$ cat src/rtl/enemy_unit.sv
`default_nettype none
// ============================================================================
// Module   : enemy_unit
// Purpose  : One enemy sprite. Follows a waypoint path read from an external
//            ROM, draws/erases itself on frame ticks, absorbs tower hits and
//            reports arrival (game_over) or destruction.
// Revision : 1.0 - initial release
// ============================================================================
module enemy_unit #(
    parameter int         SPRITE_W   = 4,
    parameter int         SPRITE_H   = 4,
    parameter int         STEP       = 1,
    parameter int         HEALTH     = 3,
    parameter int         NUM_WP     = 8,
    parameter int         DELAY_W    = 8,
    parameter logic [8:0] CAR_COLOUR = 9'h1C0,
    parameter logic [8:0] BG_COLOUR  = 9'h000,
    parameter int         WP_W       = $clog2(NUM_WP)
) (
    input  logic               clk,
    input  logic               resetn,
    input  logic               initiate,
    input  logic               enable_draw,
    input  logic               hit,
    input  logic [DELAY_W-1:0] delay_frames,
    output logic [WP_W-1:0]    wp_addr,
    input  logic [7:0]         wp_x,
    input  logic [6:0]         wp_y,
    output logic               vga_write_en,
    output logic [7:0]         vga_x,
    output logic [6:0]         vga_y,
    output logic [8:0]         vga_colour,
    output logic [7:0]         car_x,
    output logic [6:0]         car_y,
    output logic               car_alive,
    output logic               car_done,
    output logic               destroyed,
    output logic               game_over,
    output logic [7:0]         health_left
);

    localparam int              PX_W        = (SPRITE_W > 1) ? $clog2(SPRITE_W) : 1;
    localparam int              PY_W        = (SPRITE_H > 1) ? $clog2(SPRITE_H) : 1;
    localparam logic [PX_W-1:0] PX_LAST     = PX_W'(SPRITE_W - 1);
    localparam logic [PY_W-1:0] PY_LAST     = PY_W'(SPRITE_H - 1);
    localparam logic [7:0]      STEP_X      = (STEP > 255) ? 8'd255 : 8'(STEP);
    localparam logic [6:0]      STEP_Y      = (STEP > 127) ? 7'd127 : 7'(STEP);
    localparam logic [WP_W-1:0] WP_LAST     = WP_W'(NUM_WP - 1);
    localparam logic [7:0]      HEALTH_INIT = 8'(HEALTH);

    typedef enum logic [3:0] {
        S_IDLE, S_DELAY, S_DRAW, S_WAIT, S_ERASE, S_MOVE, S_KILL, S_DEAD, S_ARRIVED
    } state_t;

    state_t             state;
    state_t             next_state;
    logic [WP_W-1:0]    wp_idx;
    logic [DELAY_W-1:0] delay_cnt;
    logic [PX_W-1:0]    px;
    logic [PY_W-1:0]    py;

    logic               sweeping;
    logic               sweep_last;
    logic               hit_ok;
    logic [7:0]         health_nxt;
    logic               kill;
    logic [7:0]         dx_mag;
    logic [6:0]         dy_mag;
    logic [7:0]         step_x;
    logic [6:0]         step_y;
    logic [7:0]         new_x;
    logic [6:0]         new_y;
    logic               at_wp;
    logic               last_wp;

    // Derived datapath terms: liveness, damage outcome and the one-step move target
    always_comb begin
        car_alive  = (state == S_DELAY) || (state == S_DRAW) || (state == S_WAIT) ||
                     (state == S_ERASE) || (state == S_MOVE);
        sweeping   = (state == S_DRAW) || (state == S_ERASE) || (state == S_KILL);
        sweep_last = (px == PX_LAST) && (py == PY_LAST);
        // The kill decision uses health after this cycle's hit, so a hit in MOVE beats arrival
        hit_ok     = hit && car_alive && (health_left != 8'd0);
        health_nxt = hit_ok ? (health_left - 8'd1) : health_left;
        kill       = (health_nxt == 8'd0);
        dx_mag     = (car_x > wp_x) ? (car_x - wp_x) : (wp_x - car_x);
        dy_mag     = (car_y > wp_y) ? (car_y - wp_y) : (wp_y - car_y);
        step_x     = (dx_mag < STEP_X) ? dx_mag : STEP_X;
        step_y     = (dy_mag < STEP_Y) ? dy_mag : STEP_Y;
        new_x      = car_x;
        new_y      = car_y;
        if (car_x != wp_x) begin
            new_x = (car_x > wp_x) ? (car_x - step_x) : (car_x + step_x);
        end else begin
            new_y = (car_y > wp_y) ? (car_y - step_y) : (car_y + step_y);
        end
        at_wp   = (new_x == wp_x) && (new_y == wp_y);
        last_wp = (wp_idx == WP_LAST);
    end

    // State register
    always_ff @(posedge clk or negedge resetn) begin
        if (!resetn) begin
            state <= S_IDLE;
        end else begin
            state <= next_state;
        end
    end

    // Next-state decode and the pixel-port / status outputs
    always_comb begin
        next_state   = state;
        vga_write_en = sweeping;
        vga_x        = sweeping ? (car_x + 8'(px)) : 8'd0;
        vga_y        = sweeping ? (car_y + 7'(py)) : 7'd0;
        vga_colour   = (state == S_DRAW) ? CAR_COLOUR : (sweeping ? BG_COLOUR : 9'd0);
        car_done     = (state == S_DRAW) && sweep_last;
        destroyed    = (state == S_DEAD);
        // The ROM must present waypoint 0 while a start is pending
        wp_addr      = ((state == S_IDLE) || (state == S_ARRIVED)) ? '0 : wp_idx;
        case (state)
            S_IDLE, S_ARRIVED: if (initiate) next_state = S_DELAY;
            S_DELAY: begin
                if (kill)                            next_state = S_DEAD;
                else if (delay_cnt == delay_frames)  next_state = S_DRAW;
            end
            S_DRAW:  if (sweep_last) next_state = kill ? S_KILL : S_WAIT;
            S_WAIT: begin
                if (kill)             next_state = S_KILL;
                else if (enable_draw) next_state = S_ERASE;
            end
            S_ERASE: if (sweep_last) next_state = kill ? S_DEAD : S_MOVE;
            S_MOVE: begin
                if (kill)                  next_state = S_DEAD;
                else if (at_wp && last_wp) next_state = S_ARRIVED;
                else                       next_state = S_DRAW;
            end
            S_KILL:  if (sweep_last) next_state = S_DEAD;
            S_DEAD:  next_state = S_IDLE;
            default: next_state = S_IDLE;
        endcase
    end

    // Row-major pixel sweep counters shared by DRAW, ERASE and KILL
    always_ff @(posedge clk or negedge resetn) begin
        if (!resetn) begin
            px <= '0;
            py <= '0;
        end else if (sweeping && !sweep_last) begin
            if (px == PX_LAST) begin
                px <= '0;
                py <= py + PY_W'(1);
            end else begin
                px <= px + PX_W'(1);
            end
        end else begin
            px <= '0;
            py <= '0;
        end
    end

    // Position, health, waypoint index, delay counter and arrival flag
    always_ff @(posedge clk or negedge resetn) begin
        if (!resetn) begin
            car_x       <= 8'd0;
            car_y       <= 7'd0;
            health_left <= 8'd0;
            wp_idx      <= '0;
            delay_cnt   <= '0;
            game_over   <= 1'b0;
        end else begin
            health_left <= health_nxt;
            case (state)
                S_IDLE, S_ARRIVED: begin
                    if (initiate) begin
                        car_x       <= wp_x;
                        car_y       <= wp_y;
                        wp_idx      <= WP_W'(1);
                        health_left <= HEALTH_INIT;
                        delay_cnt   <= '0;
                        game_over   <= 1'b0;
                    end
                end
                S_DELAY: begin
                    if (enable_draw && (delay_cnt != delay_frames)) begin
                        delay_cnt <= delay_cnt + DELAY_W'(1);
                    end
                end
                S_MOVE: begin
                    if (!kill) begin
                        car_x <= new_x;
                        car_y <= new_y;
                        if (at_wp && last_wp) begin
                            game_over <= 1'b1;
                        end else if (at_wp) begin
                            wp_idx <= wp_idx + WP_W'(1);
                        end
                    end
                end
                default: ;
            endcase
        end
    end

endmodule
`default_nettype wire

$ cat config.mk
export PLATFORM = sky130hd
export DESIGN_NAME = enemy_unit
export DESIGN_NICKNAME = d
export VERILOG_FILES = /design/src/rtl/enemy_unit.sv
export SDC_FILE = /design/constraint.sdc
export NUM_CORES = 1
export LEC_CHECK = 0
export ABC_AREA = 1
export BUFFER_PORTS_ARGS = -buffer_cell sky130_fd_sc_hd__buf_2
export CAP_MARGIN = 20
export CORE_AREA = 2 2 115 117
export DETAILED_ROUTE_END_ITERATION = 8
export DIE_AREA = 0 0 117 119
export GPL_TIMING_DRIVEN = 0
export PLACE_DENSITY = 0.67
export SETUP_SLACK_MARGIN = 0.2
export SLEW_MARGIN = 0
export SYNTH_ARGS = -nofsm -noshare
export SYNTH_HDL_FRONTEND = slang
export SYNTH_SLANG_ARGS = --single-unit
export TNS_END_PERCENT = 50
$ cat constraint.sdc
create_clock -name clk -period 4.85 [get_ports clk]
set_clock_uncertainty 0.15 [all_clocks]
set_input_delay 0.2425 -clock clk [delete_from_list [all_inputs] [get_ports clk]]
set_output_delay 0.2425 -clock clk [all_outputs]
set_load 0.02 [all_outputs]
==> summary.txt <==
Clock tree
  • Num CTS Buffers: 5
  • H-tree levels: 2
  • Clk_lat worst skew: 0.29 ns
  • Sink Count: 43
  • Root Driver: clkbuf_16
  • Reg clk slew, reported paths: 0.07 ns
  • Max Root-Sink Buffers: 2
  • CTS tree: yes

Critical path
  • Reg2reg path depth: 36
  • Req. time, crit path: 4.88 ns
  • Most numerous cell on the critical path: nand2_1
  • Reg2reg setup slack: -0.09 ns
  • R2R Path End: state[1]
  • Setup crit end kind: flop
  • Crit-path max cell delay: 0.41 ns
  • Crit Path Max Fanout: 4
  • Crit start category: flop
  • Kind of critical path: flop to flop
  • Critical path's slowest cell: dfrtp_2
  • R2R Path Start: car_x[0]
  • Crit path DAT: 4.97 ns

Detailed routing
  • Routed vias: 5607
  • Initial DRC Count: 274
  • DR pass1 iterations: 5
  • Remaining antenna violation count after routing: 0
  • DR vias/cell: 4.99
  • Drt wl/cell: 13.4 um
  • Post-Route WL: 15100 um
  • DRC violations left: 0

Finish
  • Final core utilization: 53.4%
  • Final instance area: 6880 um^2
  • Layout cell share with drive strength beyond 1: 27.7%
  • Diodes inserted: 0
  • Fin nets: 1037
  • Synth-to-layout area growth: 22.1%

Placement
  • Dpl cell area: 6290 um^2
  • Buffers on Ports: 76
  • Final Wtd Congestion: 0.879
  • Dpl hpwl: 11700 um

Logic synthesis
  • Post-Synth XOR/XNOR Area: 4.97%
  • Dominant cells by area after synthesis: dfrtp_1 (19%), nand2_1 (13%), ha_1 (12%)
  • Synth Area in Adders: 14.8%
  • Share of the synthesized area in the top cell type: 19.1%
  • Simple-gate share of the synthesized area: 32.4%
  • Ys async rst share: 100%
  • Top-count cell post-synth: nand2_1
  • Seq/Total Area, Yosys: 19.1%
  • #FFs+latches synth: 43
  • Largest family of logic cells by synthesized area: simple AND/OR/NAND/NOR gates
  • Count of different cell masters after synthesis: 49
  • Area fraction in compound gates after synthesis: 16.2%
  • Yosys warns: 0
  • Average cell area after synthesis: 6.78 um^2
  • Largest area contributor in the netlist: dfrtp_1
  • EDFF count, synth: 0
  • Main synth FF type: dfrtp_1
  • Mapped Cells: 831
  • Mux share of post-synthesis cell area: 0%
  • Top cells by count, synth: nand2_1 (199), inv_1 (118), nor2_1 (72)
  • Synthesized area: 5640 um^2

Floorplanning
  • Core area: 12900 um^2
  • DIE AREA: 13900 um^2
  • I/O Pins: 83
  • Die X-Extent: 117 um
  • Vert. Die Dim: 119 um
  • Site Rows: 42
  • Starting Density: 43.8%

Pwr
  • Max VDD drop: 0.368 mV
  • Leak pwr: 3.67 nW
  • PwrDens: 745 nW/um^2
  • Overall Power: 5.12 mW

Global route
  • First-pass GRT wire length: 24700 um
  • Vias in the first global route: 5252
  • Initial antenna violation count: 0
  • GRT overflow: 0
  • GRT Total Usage: 22.0%
  • Largest net degree at the start of global routing: 44

Timing
  • RSZ-0062 raised after global routing: yes
  • Tightest Pin Transition: 0.597 ns
  • Fmax achieved: 202 MHz
  • Rel. slew slack: 60.2%
  • Final Max Tran Viols: 0
  • Final worst path period share: 102%
  • Final-report hold violation count: 0
  • Sum Neg Setup Slack: -0.363 ns
  • Endpoints failing setup: 5
  • Setup ws final: -0.0935 ns
  • Fin crit period: 4.94 ns

Outcome
  • Violated checks: setup timing
  • Status: finished with violations

Worst hold path
  • Hold Crit Class: input port to flop
  • WHS Path Cells: 3
  • WHS Endpoint: car_x[7]
  • Worst min-delay path startpoint: wp_x[7]

Run
  • Maxcap violations: 0
==> worst max-delay path by stage <==
stage,startpoint,cells past startpoint,end,slack (ns)
after global placement,car_x[0],35,state[1],-0.49
after floorplan,car_x[0],34,state[1],0.20
after global routing,car_y[2],36,state[1],-0.42
final,car_x[0],36,state[1],-0.09
after detailed placement,car_x[0],35,state[1],-0.49
after CTS,car_x[0],35,state[1],-0.04
==> worst max-delay path, delay by kind of cell (launching register included) <==
| family | cells | cell delay [ns] |
|---|---|---|
| buffers and inverters | 4 | 0.25 |
| flip-flops | 1 | 0.41 |
| adder cells (fa/ha/maj) | 4 | 1.22 |
| AO/OA/AOI/OAI | 5 | 0.62 |
| AND/OR/NAND/NOR | 22 | 2.00 |
| XOR/XNOR | 1 | 0.15 |
==> through the flow <==
step                std cells  hold WS, ns  setup WS (ns)
global placement         1089        0.304         -0.492
detailed placement       1089        0.308         -0.490
CTS                      1115       0.0362        -0.0424
floorplan                 837       -0.203          0.203
finish                   1124        0.120        -0.0935
global route             1124        0.134         -0.417
==> report_power, final <==
group / leakage, nW / total [mW] / switching [mW] / internal [mW]
clock network: 0.0875 / 0.416 / 0.157 / 0.259
registers: 0.541 / 0.678 / 0.177 / 0.501
logic: 3.04 / 4.03 / 2.46 / 1.57
==> per-layer routing <==
metal / track usage [%] / part of all wire (%) / vias to the layer above
met5: 0 / 0 / -
met1: 28.4 / 44 / 2541
met4: 5.29 / 1.8 / 0
li1: - / - / 2910
met3: 3.87 / 5.1 / 26
met2: 38.0 / 49 / 130
==> layout make-up <==
cell class	count	area, um^2
multi-input combinational	638	4060
sequential	43	1090
tap	176	220
clock buffer	6	139
fill	1283	5990
timing repair buffer	103	606
buffer	27	236
inverter	129	492
clock inverter	2	38.8
==> kinds of logic (layout without fill, tap and decap cells) <==
logic type / Yosys count / count (layout)
other cells: 2 / 8
xor+xnor: 32 / 32
simple gates: 403 / 403
compound gates: 133 / 133
buf+inv: 156 / 267
flops: 43 / 43
fa+ha+maj: 62 / 62
==> placed cells by master (no fill, tap or decap), types with 4 or more instances in the layout <==
cell and count:
nand2_1 196, inv_1 115, buf_2 78, nor2_1 70
nand3_1 47, ha_1 45, buf_4 37, a21oi_1 34
dfrtp_1 34, o21ai_2 28, o21ai_0 27, nand2_2 19
xor2_1 17, nor3_1 17, nand4_1 16, xnor2_1 14
o211ai_2 10, nand3_2 9, dfrtp_2 9, inv_2 8
buf_6 8, conb_1 8, o211ai_1 7, nor2_2 6
ha_4 6, nand2_4 5, fa_1 5, clkbuf_16 5
a21oi_2 4, o22ai_1 4, nor2_4 4, o21ai_1 4
==> what timing repair did <==
action                                  CTS  global route
gates resized for setup                  39            15
hold buffers                              0             1
pin swaps                                20             5
endpoints found under the setup margin    8             9
hold endpoints to repair                  0            21
cloned                                    0             0
buffers inserted                         18             7
==> flip-flops by register name, summed over array words and instances (netlist names) <==
register	cells
delay_cnt	8
state	4
car_y	7
car_x	8
wp_idx	3
px	2
health_left	8
py	2
game_over	1
Note: power is estimated with default switching activity, not from simulation.
